### src/rtl/led_seq_pkg.sv
// Shared types and seed constants for the LED pattern sequencer.
package led_seq_pkg;

    // Requested / latched pattern mode
    typedef enum logic [1:0] {
        MODE_OFF     = 2'd0,
        MODE_COUNT   = 2'd1,
        MODE_SHIFT   = 2'd2,
        MODE_BREATHE = 2'd3
    } mode_e;

    // Sequencer control state
    typedef enum logic [1:0] {
        ST_IDLE   = 2'd0,
        ST_SWITCH = 2'd1,
        ST_RUN    = 2'd2
    } state_e;

    // Direction flag shared by SHIFT (bit position) and BREATHE (duty)
    localparam logic DIR_UP   = 1'b1;
    localparam logic DIR_DOWN = 1'b0;

    // Values loaded when a new mode is latched
    localparam int unsigned SEED_COUNT     = 0;
    localparam int unsigned SEED_SHIFT_BIT = 0;
    localparam int unsigned SEED_DUTY      = 0;
    localparam logic        SEED_DIR       = DIR_UP;

    // True for modes that light nothing and end in IDLE
    function automatic logic is_off(input mode_e m);
        return m == MODE_OFF;
    endfunction

endpackage

### src/rtl/led_seq_prescaler.sv
// Free-running prescaler with registered tick and a PWM phase counter.
// wrap_c flags the edge on which the counter wraps so the parent can update
// its pattern on the same edge that raises tick.
module led_seq_prescaler #(
    parameter int unsigned LOG2DELAY = 25,
    parameter int unsigned PWM_BITS  = 8
) (
    input  logic                clk,
    input  logic                rst_n,
    input  logic                enable,
    output logic                wrap_c,
    output logic                tick,
    output logic [PWM_BITS-1:0] phase_next_c
);

    logic [LOG2DELAY-1:0] cnt;
    logic [PWM_BITS-1:0]  phase;

    // Wrap happens on an enabled cycle with the counter at its top value
    assign wrap_c       = enable && (cnt == '1);
    assign phase_next_c = enable ? (phase + PWM_BITS'(1)) : phase;

    // Counter, phase and one-cycle tick pulse
    always_ff @(posedge clk) begin
        if (!rst_n) begin
            cnt   <= '0;
            phase <= '0;
            tick  <= 1'b0;
        end else begin
            tick  <= wrap_c;
            phase <= phase_next_c;
            if (enable) begin
                cnt <= cnt + LOG2DELAY'(1);
            end
        end
    end

endmodule

### src/rtl/led_pattern_seq.sv
// Prescaled, mode-selectable LED pattern sequencer feeding OBUF / OBUFTDS.
// Mode changes arrive over a valid/ready handshake; a new mode is held in
// SWITCH (outputs dark) until the next prescaler tick aligns the start.
module led_pattern_seq
    import led_seq_pkg::*;
#(
    parameter int unsigned LOG2DELAY = 25,
    parameter int unsigned NUM_LEDS  = 4,
    parameter int unsigned PWM_BITS  = 8
) (
    input  logic                clk,
    input  logic                rst_n,
    input  logic                enable,
    input  logic [1:0]          mode,
    input  logic                mode_valid,
    output logic                mode_ready,
    output logic                tick,
    output logic [NUM_LEDS-1:0] led,
    output logic                diff_data,
    output logic                diff_t
);

    logic                wrap_c;
    logic [PWM_BITS-1:0] phase_next_c;

    state_e              state_q, state_d;
    mode_e               mode_q, mode_d;
    logic [NUM_LEDS-1:0] pattern_q, pattern_d;
    logic [PWM_BITS-1:0] duty_q, duty_d;
    logic                dir_q, dir_d;
    logic [NUM_LEDS-1:0] led_d;
    logic                diff_t_d;
    logic                accept;
    logic                load_seed;
    logic                advance;

    led_seq_prescaler #(
        .LOG2DELAY (LOG2DELAY),
        .PWM_BITS  (PWM_BITS)
    ) u_prescaler (
        .clk          (clk),
        .rst_n        (rst_n),
        .enable       (enable),
        .wrap_c       (wrap_c),
        .tick         (tick),
        .phase_next_c (phase_next_c)
    );

    // Ready is a pure state decode: only SWITCH refuses requests
    assign mode_ready = (state_q != ST_SWITCH);
    assign accept     = mode_valid && mode_ready;

    // Next-state, pattern update and registered-output decode
    always_comb begin
        state_d   = state_q;
        mode_d    = mode_q;
        pattern_d = pattern_q;
        duty_d    = duty_q;
        dir_d     = dir_q;
        load_seed = 1'b0;
        advance   = 1'b0;
        led_d     = '0;
        diff_t_d  = 1'b1;

        case (state_q)
            ST_IDLE: begin
                if (accept && !is_off(mode_e'(mode))) begin
                    mode_d    = mode_e'(mode);
                    state_d   = ST_SWITCH;
                    load_seed = 1'b1;
                end
            end
            ST_SWITCH: begin
                // The aligning tick starts the mode but does not advance it
                if (wrap_c) begin
                    state_d = is_off(mode_q) ? ST_IDLE : ST_RUN;
                end
            end
            ST_RUN: begin
                // A request beats a simultaneous tick; the old advance is lost
                if (accept) begin
                    mode_d    = mode_e'(mode);
                    state_d   = ST_SWITCH;
                    load_seed = 1'b1;
                end else if (wrap_c) begin
                    advance = 1'b1;
                end
            end
            default: begin
                state_d = ST_IDLE;
                mode_d  = MODE_OFF;
            end
        endcase

        if (load_seed) begin
            pattern_d = (mode_d == MODE_SHIFT) ? (NUM_LEDS'(1) << SEED_SHIFT_BIT)
                                               : NUM_LEDS'(SEED_COUNT);
            duty_d    = PWM_BITS'(SEED_DUTY);
            dir_d     = SEED_DIR;
        end else if (advance) begin
            case (mode_q)
                MODE_COUNT: begin
                    pattern_d = pattern_q + NUM_LEDS'(1);
                end
                MODE_SHIFT: begin
                    // Bounce a single lit bit between the two end positions
                    if (NUM_LEDS == 1) begin
                        pattern_d = NUM_LEDS'(1);
                    end else if (dir_q == DIR_UP) begin
                        pattern_d = pattern_q << 1;
                        if (pattern_d[NUM_LEDS-1]) begin
                            dir_d = DIR_DOWN;
                        end
                    end else begin
                        pattern_d = pattern_q >> 1;
                        if (pattern_d[0]) begin
                            dir_d = DIR_UP;
                        end
                    end
                end
                MODE_BREATHE: begin
                    // Triangle-wave duty, reversing at full scale and zero
                    if (dir_q == DIR_UP) begin
                        duty_d = duty_q + PWM_BITS'(1);
                        if (duty_d == '1) begin
                            dir_d = DIR_DOWN;
                        end
                    end else begin
                        duty_d = duty_q - PWM_BITS'(1);
                        if (duty_d == '0) begin
                            dir_d = DIR_UP;
                        end
                    end
                end
                default: begin
                    pattern_d = pattern_q;
                end
            endcase
        end

        // Outputs reflect the state and pattern being registered this edge
        if (state_d == ST_RUN) begin
            diff_t_d = 1'b0;
            case (mode_d)
                MODE_COUNT,
                MODE_SHIFT:   led_d = pattern_d;
                MODE_BREATHE: led_d = {NUM_LEDS{phase_next_c < duty_d}};
                default:      led_d = '0;
            endcase
        end
    end

    // State, pattern and output registers
    always_ff @(posedge clk) begin
        if (!rst_n) begin
            state_q   <= ST_IDLE;
            mode_q    <= MODE_OFF;
            pattern_q <= '0;
            duty_q    <= '0;
            dir_q     <= DIR_UP;
            led       <= '0;
            diff_data <= 1'b0;
            diff_t    <= 1'b1;
        end else begin
            state_q   <= state_d;
            mode_q    <= mode_d;
            pattern_q <= pattern_d;
            duty_q    <= duty_d;
            dir_q     <= dir_d;
            led       <= led_d;
            diff_data <= led_d[0];
            diff_t    <= diff_t_d;
        end
    end

endmodule

### config.mk
export PLATFORM = sky130hd
export DESIGN_NAME = led_pattern_seq
export DESIGN_NICKNAME = d
export VERILOG_FILES = /design/src/rtl/led_seq_pkg.sv /design/src/rtl/led_seq_prescaler.sv /design/src/rtl/led_pattern_seq.sv
export SDC_FILE = /design/constraint.sdc
export NUM_CORES = 1
export LEC_CHECK = 0
export ABC_CLOCK_PERIOD_IN_PS = 9800
export CAP_MARGIN = 30
export CORE_MARGIN = 5
export CORE_UTILIZATION = 52
export DETAILED_ROUTE_END_ITERATION = 8
export GPL_ROUTABILITY_DRIVEN = 0
export PLACE_DENSITY = 0.7
export SLEW_MARGIN = 20
export SYNTH_ARGS = -nofsm -noshare
export SYNTH_HDL_FRONTEND = slang
export SYNTH_SLANG_ARGS = --single-unit
### constraint.sdc
create_clock -name clk -period 9.8 [get_ports clk]
set_input_delay 2.94 -clock clk [delete_from_list [all_inputs] [get_ports clk]]
set_output_delay 2.94 -clock clk [all_outputs]
set_load 0.005 [all_outputs]
; ---- After elaboration in Yosys (flattened, before gate mapping)
; Index checks and enable logic that the tools add are counted.
[op_classes]
muxes = 33
n_eq_ne = 12
bitwise = 1
magnitude_cmp = 1
n_addsub = 5
n_reduce_logical = 13
[ops]
columns = operator, n
row1 = $mux 8, 5
row2 = $add 25x1->25 const B, 1
row3 = $eq 25x25->1 const B, 1
row4 = $add 8x1->8 const B, 2
row5 = $pmux 4 s2, 2
row6 = $mux 1, 13
row7 = $eq 2x2->1 const B, 6
row8 = $mux 2, 6
row9 = $mux 4, 3
row10 = $pmux 2 s3, 2
row11 = $eq 8x8->1 const B, 1
row12 = $logic_not 8->1, 1
row13 = $lt 8x8->1, 1
row14 = $sub 8x1->8 const B, 1
row15 = $eq 2x1->1 const B, 3
row16 = $logic_not 2->1, 3
row17 = $add 4x1->4 const B, 1
row18 = $pmux 1 s2, 2
row19 = $reduce_and 2->1, 2
row20 = $reduce_or 2->1, 2
row21 = $logic_and 1x1->1, 3
row22 = $ne 2x1->1 const B, 1
row23 = $reduce_bool 2->1, 1
row24 = $logic_not 1->1, 1
row25 = $not 1->1, 1
[totals]
in_bits = 6
reg_bits = 56
elab_cells = 76
out_inout_bits = 8

; ---- Logic depth before layout (Yosys ltp)
[depth]
ltp_word = 9
ltp_mapped = 16
depth_no_buf = 15

; ---- By module
; A second synthesis with hierarchy kept.
[hier_totals]
hier_cells = 392
hier_area_um2 = 3319.4
[modules_own_cells]
columns = mod, instances, seq_area_each_um2, cells_each, area_each_um2
row1 = led_pattern_seq, 1, 440.4, 220, 1749.2
row2 = led_seq_prescaler, 1, 680.7, 172, 1570.3

; ---- Worst setup path after synthesis
; OpenSTA, ideal clock, no wires.
[synth_timing]
path_type = input port to flip-flop
startpoint = in enable
endpoint = reg led[0]
setup_time_ns = 0.075
stages = 13
arrival_ns = 5.356
setup_slack_ns = 4.369
cell_sequence = nand4_1 > nor4_4 > nand4_2 > nor2_1 > xor2_1 > nand2_1 > ha_1 > a21o_1 > a211oi_1 > a21oi_1 > nor4bb_1 > o21ai_1 > o22ai_1
[synth_via]
elab_chain_len = 8
elab_cells_between_ends = 15
cone_classes = 1 x order compare / 1 x eq/ne / 11 x mux / 2 x reduce/logical
[synth_lines]
columns = element, line
row1 = from (decl), led_pattern_seq.sv:13  ; input logic enable,
row2 = $logic_and 1x1->1, led_seq_prescaler.sv:20  ; assign wrap_c = enable && (cnt == '1);
row3 = $mux 1, led_pattern_seq.sv:85  ; end else if (wrap_c) begin
row4 = $mux 1, led_pattern_seq.sv:81  ; if (accept) begin
row5 = $mux 1, led_pattern_seq.sv:65  ; case (state_q)
row6 = $mux 8, led_pattern_seq.sv:100  ; end else if (advance) begin
row7 = $mux 8, led_pattern_seq.sv:95  ; if (load_seed) begin
row8 = $lt 8x8->1, led_pattern_seq.sv:147  ; MODE_BREATHE: led_d = {NUM_LEDS{phase_next_c < duty_d}};
row9 = $pmux 4 s2, led_pattern_seq.sv:144  ; case (mode_d)
row10 = to (signal assigned), led_pattern_seq.sv:170  ; led <= led_d;
row11 = to (decl), led_pattern_seq.sv:18  ; output logic [NUM_LEDS-1:0] led,
; Parallel ways exist; a longest one is shown, timed or not.
; A chain may end at the register's enable or synchronous reset.

; ---- Final worst setup path
[layout_timing]
startpoint = in enable
endpoint = reg led[2]
; The elaborated chain is that of the path after synthesis.

==> metrics.md <==
| Metric | Value |
|---|---|
| Status | finished clean |
| Post-CTS setup repair buffer count | 0 |
| Crit share post-route | 65.7% |
| Async SR Flop Fraction | 0% |
| CP startpoint | enable |
| Setup violators final | 0 |
| Routed WL | about 6200 µm |
| Max-cap violations | 0 |
| Wirelength per Cell | 14.0 µm |
| Post-synth EDFFs | 0 |
| Largest net degree at the start of global routing | 43 |
| Worst setup endpoint | led[2] |
| Post-route ant nets | 0 |
| Port buffer count | 13 |
| Full die area | 0.00784 mm² |
| Starting Density | 53.8% |
| Via Count | 2462 |
| Vias in the first global route | around 2300 |
| Layout cells sized above 1 | 7.26% |
| Critical path, cell by cell | clkdlybuf4s50_1 -> nand4_1 -> nor4_4 -> nand4_2 -> nor2_1 -> xor2_1 -> nand2_1 -> ha_1 -> a21o_1 -> a211oi_1 -> a21oi_1 -> nor4bb_1 -> o21ai_1 -> o22ai_1 |
| Final routed DRC violation total | 0 |
| Syn Nets | 391 |
| Utilization after layout | 58.3% |
| Setup TNS Final | 0 ns |
| CTS resizes | 0 |
| Antenna diodes | 0 |
| Initial antenna violation count | 0 |
| Synth Register Bits | 56 |
| Max Root-Sink Buffers | 2 |
| Slew HR | 50.6% |
| Synth Instances | about 360 |
| Worst Skew | 0.0157 ns |
| Worst R2R Start | u_prescaler.cnt[0] |
| Fmax | 0.155 GHz |
| Post-synthesis sequential area ratio | 35.0% |
| Root buf cell | clkbuf_8 |
| Die extent in y | roughly 89 µm |
| Max stage delay on crit path | 0.73 ns |
| Fillcell total | 553 |
| Register Area | 0.00112 mm² |
| First-pass GRT wire length | 10600 µm |
| Synth cell types | 56 |
| Footprint of the multi-input gates | 0.00197 mm² |
| Startpoint Class | primary input |
| Total power draw | 399 µW |
| Fin crit period | 6.44 ns |
| Cts bufs inserted | 5 |
| Layout area overhead | 8.31% |
| Peak VDD IR | between 0.08 and 0.09 mV |
| Lkg Pwr | 0.00138 µW |
| CTS tree | done |
| Main synth FF type | dfxtp_1 |
| Cell Pwr Density | 115 mW/mm² |
| H-tree levels | 2 |
| Gr usage total | 17.0% |
| Setup crit end kind | flip-flop |
| Yosys warning count | 0 |
| Hold Path Class | reg -> reg |
| Insertion delay to the later sink of the worst-skew pair | ~0.31 ns |
| Worst r2r path cells | 14 |
| Worst slew pin tran | 0.735 ns |
| DR iter-0 viols | 68 |
| Average cell area after synthesis | 8.81 µm² |
| Hold Vio Cnt, Final | 0 |
| Hold_buf cts | 0 |
| Core Area | between 0.005 and 0.006 mm² |
| Cell row count | 28 |
| Crit Path Max Fanout | 12 |
| Clock-pin transition on the worst setup and hold timing paths | 0.11 ns |
| Number of nets in the layout | 398 |
| Crit Path Class | in -> reg |
| Remaining global-route overflow | 0 |
| Worst Path Arrival | 6.68 ns |
| WP data required | about 10 ns |
| Slowest CP cell | clkdlybuf4s50_1 |
| IO Pins | 14 |
| Vias per cell | approximately 5.5 |
| Worst hold margin | 0.509 ns |
| Pre-antenna DRT Iters | 4 |
| DIE WIDTH | 88.5 µm |
| Clock sinks | 56 |
| Cell area after synthesis | around 0.0032 mm² |
| Max-slew violation count | 0 |
| RSZ-0062 raised after global routing | false |
| Worst flop-to-flop path endpoint | led[2] |
| Worst reg2reg setup slack | 6.17 ns |
| HPWL after detailed placement | 4620 µm |
## cell usage in the layout, fill, tap and decap left out, types with 3 or more instances in the layout
| cell type | Yosys | layout |
|---|---|---|
| and2_1 | 30 | 30 |
| ha_1 | 21 | 21 |
| xor2_1 | 19 | 19 |
| xnor2_1 | 24 | 24 |
| clkbuf_8 | 0 | 5 |
| nor2b_1 | 18 | 18 |
| nand3_1 | 12 | 12 |
| mux2_2 | 3 | 3 |
| nand2_1 | 28 | 28 |
| nand2b_1 | 4 | 4 |
| o21ai_0 | 6 | 6 |
| a21oi_1 | 10 | 10 |
| nand4_1 | 19 | 19 |
| mux2i_1 | 6 | 6 |
| clkdlybuf4s50_1 | 0 | 13 |
| and3_1 | 7 | 7 |
| dfxtp_1 | 56 | 56 |
| o22ai_1 | 3 | 3 |
| or2_2 | 3 | 3 |
| inv_1 | 13 | 13 |
| nor3_1 | 6 | 6 |
| nor2_1 | 21 | 21 |
## metal layers
layer  global-route usage (%)  part of all wire [%]  vias up
li1                         -                     -     1275
met1                     21.8                    49     1165
met2                     29.4                    48       15
met3                     3.07                   1.4        7
met4                     4.95                  0.98        0
met5                        0                     0        -
## worst max-delay path: cells and delay by family
kind	cells	cell delay, ns
simple gates	6	1.60
compound gates	5	0.91
xor+xnor	1	0.20
fa+ha+maj	1	0.31
buf+inv	1	0.73
## cell usage after synthesis, types with 10 or more instances
master	number	area (µm²)
inv_1	13	48.8
nand4_1	19	119
nor2b_1	18	113
nand2_1	28	105
nor2_1	21	78.8
a21oi_1	10	50.1
ha_1	21	263
xnor2_1	24	210
clkbuf_1	12	45.0
nand3_1	12	60.1
dfxtp_1	56	1120
xor2_1	19	166
and2_1	30	188
## per-stage QoR
stage	cell area (µm²)	worst slack [ns]	std cells
floorplan	3210	4.37	364
global placement	3380	3.22	439
detailed placement	3380	3.05	439
CTS	3470	3.35	447
global route	3470	3.14	447
finish	3470	3.36	447
## cells by family (layout without fill, tap and decap cells)
group | after synthesis | after routing | share of synthesized area [%]
XOR/XNOR | 43 | 43 | 11.7
AND/OR/NAND/NOR | 167 | 167 | 30.0
AO/OA/AOI/OAI | 40 | 40 | 8.70
adder cells (fa/ha/maj) | 21 | 21 | 8.19
multiplexers | 9 | 9 | 2.93
buffers and inverters | 28 | 36 | 3.47
flip-flops | 56 | 56 | 35.0
## worst min-delay path by stage
stage	from	end	slack [ns]	cells past startpoint
6_report	u_prescaler.cnt[11]	u_prescaler.cnt[11]	0.51	2
5_1_grt	u_prescaler.cnt[11]	u_prescaler.cnt[11]	0.56	2
4_1_cts	u_prescaler.cnt[11]	u_prescaler.cnt[11]	0.52	2
3_5_place_dp	u_prescaler.cnt[11]	u_prescaler.cnt[11]	0.50	2
3_3_place_gp	u_prescaler.cnt[11]	u_prescaler.cnt[11]	0.49	2
2_1_floorplan	u_prescaler.cnt[11]	u_prescaler.cnt[11]	0.46	2
## cell type report
type / instances / area share, %
tap: 75 / 2.70
inverter: 13 / 1.40
multi-input combinational: 280 / 56.8
timing repair buffer: 15 / 4.18
clock buffer: 5 / 1.98
sequential: 56 / 32.3
clock inverter: 3 / 0.612
## sequential cells by signal, summed over array words and instances, names as in the netlist
signal	flops
mode_q	2
u_prescaler.tick	1
diff_t	1
led	4
u_prescaler.phase	8
u_prescaler.cnt	25
pattern_q	4
duty_q	8
dir_q	1
state_q	2
## where the power goes
group / internal, µW / switching [µW]
sequential: 231 / 4.01
combinational: 15.6 / 18.9
clock: 51.0 / 79.1
total: 297 / 102
No activity file was read; power rests on OpenSTA's default activity.
